<file path="config.mk">
export PLATFORM = sky130hd
export DESIGN_NAME = cc_unit
export DESIGN_NICKNAME = d
export VERILOG_FILES = /design/src/rtl/cc_unit.sv
export SDC_FILE = /design/constraint.sdc
export NUM_CORES = 1
export LEC_CHECK = 0
export CAP_MARGIN = 0
export CORE_MARGIN = 2
export CORE_UTILIZATION = 17
export CTS_BUF_LIST = sky130_fd_sc_hd__clkbuf_4
export DETAILED_ROUTE_END_ITERATION = 6
export PLACE_DENSITY = 0.79
export RECOVER_POWER = 100
export SLEW_MARGIN = 20
export SYNTH_ARGS = -nofsm -noshare
export SYNTH_HDL_FRONTEND = slang
export SYNTH_SLANG_ARGS = --single-unit
export TNS_END_PERCENT = 100
</file>
<file path="constraint.sdc">
create_clock -name clk -period 1.3 [get_ports clk]
set_input_delay 0.26 -clock clk [delete_from_list [all_inputs] [get_ports clk]]
set_output_delay 0.26 -clock clk [all_outputs]
set_load 0.005 [all_outputs]
</file>
<file path="src/rtl/cc_unit.sv">
// Y86 condition-code unit: OPq flag register, cmovXX/jXX condition evaluation and a sticky freeze on a bad status.
// Optional CC_COUNT_EN adds upd_cnt/taken_cnt event counters.
module cc_unit (
    input  logic        clk,
    input  logic        rst,
    input  logic        valid,
    input  logic [3:0]  icode,
    input  logic [3:0]  ifun,
    input  logic [63:0] alu_y,
    input  logic        alu_of,
    input  logic        stat_ok,
    output logic        zf,
    output logic        sf,
    output logic        of,
    output logic        cnd,
    output logic        frozen,
`ifdef CC_COUNT_EN
    output logic [31:0] upd_cnt,
    output logic [31:0] taken_cnt,
`endif
    output logic        bad_ifun
);

    // state  | meaning
    // RUN    | normal operation, OPq updates flags
    // FROZEN | bad status seen, flags locked until rst
    typedef enum logic [0:0] {RUN = 1'b0, FROZEN = 1'b1} state_t;

    state_t state_q, state_d;
    logic   zf_q, zf_d;
    logic   sf_q, sf_d;
    logic   of_q, of_d;
    logic   is_cond_op;
    logic   cond_raw;
    logic   upd_en;

    always_ff @(posedge clk) begin
        if (rst) begin
            state_q <= RUN;
            zf_q    <= 1'b1;
            sf_q    <= 1'b0;
            of_q    <= 1'b0;
        end else begin
            state_q <= state_d;
            zf_q    <= zf_d;
            sf_q    <= sf_d;
            of_q    <= of_d;
        end
    end

    always_comb begin
        state_d = state_q;
        zf_d    = zf_q;
        sf_d    = sf_q;
        of_d    = of_q;
        upd_en  = (state_q == RUN) && valid && stat_ok && (icode == 4'h6);
        if (state_q == RUN && valid && !stat_ok) begin
            state_d = FROZEN;
        end
        if (upd_en) begin
            zf_d = (alu_y == 64'd0);
            sf_d = alu_y[63];
            of_d = alu_of;
        end
    end

    // Condition is evaluated on the registered flags only, so an OPq in the
    // same cycle never influences it.
    always_comb begin
        is_cond_op = (icode == 4'h2) || (icode == 4'h7);
        cond_raw   = 1'b0;
        bad_ifun   = 1'b0;
        if (is_cond_op) begin
            case (ifun)
                4'd0:    cond_raw = 1'b1;
                4'd1:    cond_raw = (sf_q ^ of_q) | zf_q;
                4'd2:    cond_raw = sf_q ^ of_q;
                4'd3:    cond_raw = zf_q;
                4'd4:    cond_raw = ~zf_q;
                4'd5:    cond_raw = ~(sf_q ^ of_q);
                4'd6:    cond_raw = ~(sf_q ^ of_q) & ~zf_q;
                default: bad_ifun = 1'b1;
            endcase
        end
        cnd = valid & cond_raw;
    end

`ifdef CC_COUNT_EN
    logic [31:0] upd_cnt_q, upd_cnt_d;
    logic [31:0] taken_cnt_q, taken_cnt_d;

    always_ff @(posedge clk) begin
        if (rst) begin
            upd_cnt_q   <= 32'd0;
            taken_cnt_q <= 32'd0;
        end else begin
            upd_cnt_q   <= upd_cnt_d;
            taken_cnt_q <= taken_cnt_d;
        end
    end

    always_comb begin
        upd_cnt_d   = upd_cnt_q;
        taken_cnt_d = taken_cnt_q;
        if (upd_en) begin
            upd_cnt_d = upd_cnt_q + 32'd1;
        end
        if (state_q == RUN && is_cond_op && cnd) begin
            taken_cnt_d = taken_cnt_q + 32'd1;
        end
    end

    assign upd_cnt   = upd_cnt_q;
    assign taken_cnt = taken_cnt_q;
`endif

    assign zf     = zf_q;
    assign sf     = sf_q;
    assign of     = of_q;
    assign frozen = (state_q == FROZEN);

endmodule

</file>
; Word-level counts from Yosys, hierarchy flattened
; Cells that the tools add are included.
[totals]
register_bits = 4
in_bits = 77
wordCells = 33
[classes]
n_eq_ne = 9
muxes = 4
bitwise = 7
reduce_logical = 9
[op_table]
columns = operator, n
row1 = 64-bit logical NOT, 1
row2 = 4-bit by 3-bit == test with 1-bit output (second input constant), 5
row3 = 4-bit by 2-bit == test with 1-bit output (second input constant), 3
row4 = 1-bit case mux with 7 select lines, 1
row5 = 7-bit OR reduction, 1
row6 = 4-bit by 1-bit == test with 1-bit output (second input constant), 1
row7 = 1-bit logical AND, 4
row8 = 4-bit logical NOT, 1
row9 = 1-bit 2-to-1 mux, 3
row10 = 1-bit NOT, 3
row11 = 1-bit bitwise AND, 2
row12 = 1-bit logical NOT, 1
row13 = 1-bit logical OR, 1
row14 = 1-bit bitwise OR, 1
row15 = 1-bit XOR, 1

; Logic depth before layout (Yosys ltp)
[depth]
ltp_word = 6
ltp_mapped = 4

; Worst setup path after synthesis
; Ideal clock, no wire load.
[synth_path]
path_kind = in2reg
from = input alu_y[36]
to = register zf_q, in the netlist zf
arrival_ps = 1218
setup_slack_ps = 12
stages = 4
path_cell_list = nor4_1 > nand4_1 > or4_1 > o21ai_1
[synth_via]
elab_chain_len = 1
[synth_lines]
columns = element, line_no
row1 = "start, declared", 9  ; input logic [63:0] alu_y,
row2 = 64-bit logical NOT, 61  ; zf_d = (alu_y == 64'd0);
row3 = "end signal, assigned", 45  ; zf_q <= zf_d;
row4 = "end, declared", 30  ; logic zf_q, zf_d;
; No other way between the ends.
; A chain may end at the register's enable or synchronous reset.

; Final worst setup path
[layout_path]
from = register zf_q, in the netlist zf
to = output cnd
[layout_via]
elab_chain_len = 5
word_cells_on_any_way = 6
[layout_lines]
columns = element, line_no
row1 = 1-bit NOT, "79, 81"
row2 = 1-bit bitwise AND, 81  ; 4'd6: cond_raw = ~(sf_q ^ of_q) & ~zf_q;
row3 = 1-bit case mux with 7 select lines (*), 74  ; case (ifun)
row4 = 1-bit 2-to-1 mux (*), 73  ; if (is_cond_op) begin
row5 = 1-bit bitwise AND (*), 85  ; cnd = valid & cond_raw;
row6 = "end, declared", 15  ; output logic cnd,
; Mark *: on every way between the ends. The rest lies on a longest branch, timed or not.

==> impl_metrics.tcl <==
set metrics [dict create \
    run_status "complete, but fails checks" \
    failed_checks "setup timing" \
    ys_types 22 \
    pin_count_of_the_biggest_net_entering_global_routing 6 \
    detailedRoute.firstPassIterationCount 4 \
    hp-start "alu_y[16]" \
    core-area_mm2 0.00221 \
    final.setup.worst_slack_ns -0.208 \
    dp.cells 169 \
    worst_setup_slack_after_placement_ns -0.809 \
    worstReg2RegStart "frozen$_SDFFE_PP0P_" \
    portbufs 82 \
    number_of_nets_still_failing_antenna_checks_after_routing 0 \
    cts_root_buf "clkbuf_4" \
    yosysTopAreaCellShare_pct 20.6 \
    synth_async_sr_flop_share_pct 0 \
    total_switching_power_mw 0.137 \
    sequential_cell_area_in_the_final_layout_um2 83.8 \
    max_clk_rate_ghz 0.663 \
    synth.largest_area_cell "nor4_1" \
    synth_enable_flop_cells 0 \
    post_synth_most_frequent_cells "nor4_1 (13), dfxtp_1 (4), nand4_1 (4), nor2_1 (4)" \
    synth_area_leaders "nor4_1 (21%), dfxtp_1 (20%), nor4_2 (9.5%), nand4_1 (6.3%), mux2i_1 (5.1%)" \
    final.fill_count 238 \
    detail_route.drc_violations 0 \
    netlist_instances 52 \
    dp.final_hpwl_um 2040 \
    most_frequently_used_cell_type_in_the_post_synthesis_netlist "nor4_1" \
    cts_hold_buf 0 \
    fin_crit_ns 1.51 \
    worst-slew-pin-transition_ns 0.239 \
    floorplan.rows 17 \
    grt_antenna_before_repair 0 \
    syn-mean-instance-area_um2 7.60 \
    grt_pass1_vias 913 \
    tritoncts "done" \
    cts.htree.levels 1 \
    place_congestion 0.601 \
    critical_path.startpoint_type "flop" \
    horizontal_die_dimension_um 52.2 \
    clockBufferDepth 2 \
    grt_setup_unrepaired "yes" \
    predominant_post_synthesis_flop_cell "dfxtp_1" \
    global_route.usage.total_pct 17.5 \
    timing.hold.worst.class "input port to flop" \
    power.internal_mw 0.390 \
    finalHoldViolCount 0 \
    ys.warnings.count 0 \
    setup_viol 1 \
    mappedNetlistArea_um2 395 \
    finish.net_count 224 \
    ios 83 \
    layout.cell_area.non_filler_mm2 0.00128 \
    wl_per_cell_um 14.4 \
    synth_nets 129 \
    vertical_die_dimension_um 52.2 \
    antenna_cells_inserted 0 \
    cts_buffers 3 \
    first_iter_violations 1 \
    finalClockSkew_ns 0.00222 \
    critical_path_arrival_ns 1.25 \
    worst-endpoint-required_ns 1.04 \
    p_per_area_mw_per_mm2 412 \
    initial_util_pct 17.9 \
    power.share.clock_pct 27.7 \
    grt_remaining_overflow 0 \
    stdcell_count 173 \
    multi_input_area_um2 434 \
    max_cap_violations 0 \
    ys_seq_elements 4 \
    ys_seq_area_share_pct 20.3 \
    cts_num_sinks 4 \
    max-slew-margin-rel_pct 83.9 \
    timing.critical_path.from "zf$_SDFFE_PP1P_" \
    crit_fanout 4 \
    sequential_share_of_power_pct 24.7 \
    timing.final.max_slew_violations 0 \
    swShare_pct 26.0 \
    end_kind "primary output" \
    die_area_mm2 0.00273 \
    via_per_inst 4.72 \
    drive_gt1_share_pct 49.0 \
    holdWs_ns 0.404 \
    path_class "flop to primary output" \
    skew_pair_late_insertion_delay_ns 0.23 \
    ir_worst_vdd_v 0.000187 \
    comb_power_share_pct 47.6 \
    clkSlewWorstSetupHoldPaths_ns 0.04 \
    leakage_nw 0.583 \
    drt_wl_total_um 2490 \
    flow.area_growth_from_synthesis_pct 223 \
    post_dp_cell_area_mm2 0.00130 \
    final_core_util_pct 57.7 \
    wire_length_of_the_first_global_routing_pass_um 3570 \
    finalCritPeriodShare_pct 116 \
    detailroute.via_count 817 \
]
[area by class of cell]
type                       instances  share of cell area, %
sequential                         4                   6.57
multi-input combinational         45                   34.0
tap                               28                   2.75
clock buffer                       3                   1.76
inverter                           3                  0.882
timing repair buffer              90                   54.0
[metrics by stage]
stage	total power, mW	TNS (ns)
finish	0.526	-0.208
CTS	0.523	-0.192
floorplan	0.162	0
detailed placement	0.427	-2.69
global placement	0.419	-2.49
global route	0.556	-0.255
[cell usage in the layout (no fill, tap or decap), types with 2 or more instances in the layout]
| cell type | instances |
|---|---|
| clkbuf_2 | 18 |
| a31oi_1 | 2 |
| nor4_4 | 3 |
| clkbuf_4 | 3 |
| xnor2_2 | 2 |
| mux2i_1 | 2 |
| inv_1 | 2 |
| nor2_1 | 4 |
| clkdlybuf4s15_1 | 24 |
| a21o_1 | 2 |
| clkdlybuf4s50_1 | 2 |
| buf_6 | 3 |
| nor4_1 | 5 |
| nor4_2 | 8 |
| buf_2 | 17 |
| dlygate4sd2_1 | 18 |
| nand4_1 | 4 |
| buf_4 | 7 |
| dfxtp_2 | 3 |
[routing by layer]
metal | wire (um) | track usage, % | part of all wire, %
met3 | 278 | 4.86 | 11
met5 | 0 | 0 | 0
met4 | 23 | 6.41 | 0.92
met2 | 1370 | 37.3 | 55
met1 | 823 | 14.7 | 33
[worst max-delay path, stage by stage (launching register included)]
cell and delay (ns):
dfxtp_2 0.36, inv_2 0.05, a21o_1 0.15, a31oi_1 0.23, a211oi_2 0.10, buf_2 0.13
[flip-flops by register name, summed over array words and instances (netlist names)]
| register | flops |
|---|---|
| of | 1 |
| frozen | 1 |
| sf | 1 |
| zf | 1 |
[cells by family after synthesis]
group / after synthesis / synth area share [%]
AO/OA/AOI/OAI: 10 / 15.8
XOR/XNOR: 2 / 4.43
buffers and inverters: 3 / 2.85
flip-flops: 4 / 20.3
multiplexers: 2 / 5.06
AND/OR/NAND/NOR: 31 / 51.6
[path summary, 6_finish.rpt]
| kind | slack [ns] | end | depth (start not counted) |
|---|---|---|---|
| min | 0.40 | zf$_SDFFE_PP1P_ | 5 |
| max reg2reg | 0.12 | sf$_SDFFE_PP0P_ | 4 |
| min reg2reg | 0.54 | frozen$_SDFFE_PP0P_ | 2 |
| max | -0.21 | cnd | 5 |
[power by group through the flow]
stage / Combinational (mW) / Sequential [mW] / Clock [mW]
after global routing: 0.268 / 0.130 / 0.158
after detailed placement: 0.296 / 0.130 / 0
after global placement: 0.288 / 0.130 / 0
final: 0.250 / 0.130 / 0.146
after CTS: 0.241 / 0.129 / 0.153
after floorplan: 0.0319 / 0.131 / 0
[what timing repair did]
| action | CTS | global route |
|---|---|---|
| setup buffers | 1 | 0 |
| setup endpoints to repair | 9 | 3 |
| pin swaps | 31 | 21 |
| gates resized for setup | 164 | 50 |
Power figures use the tool's default switching activity.
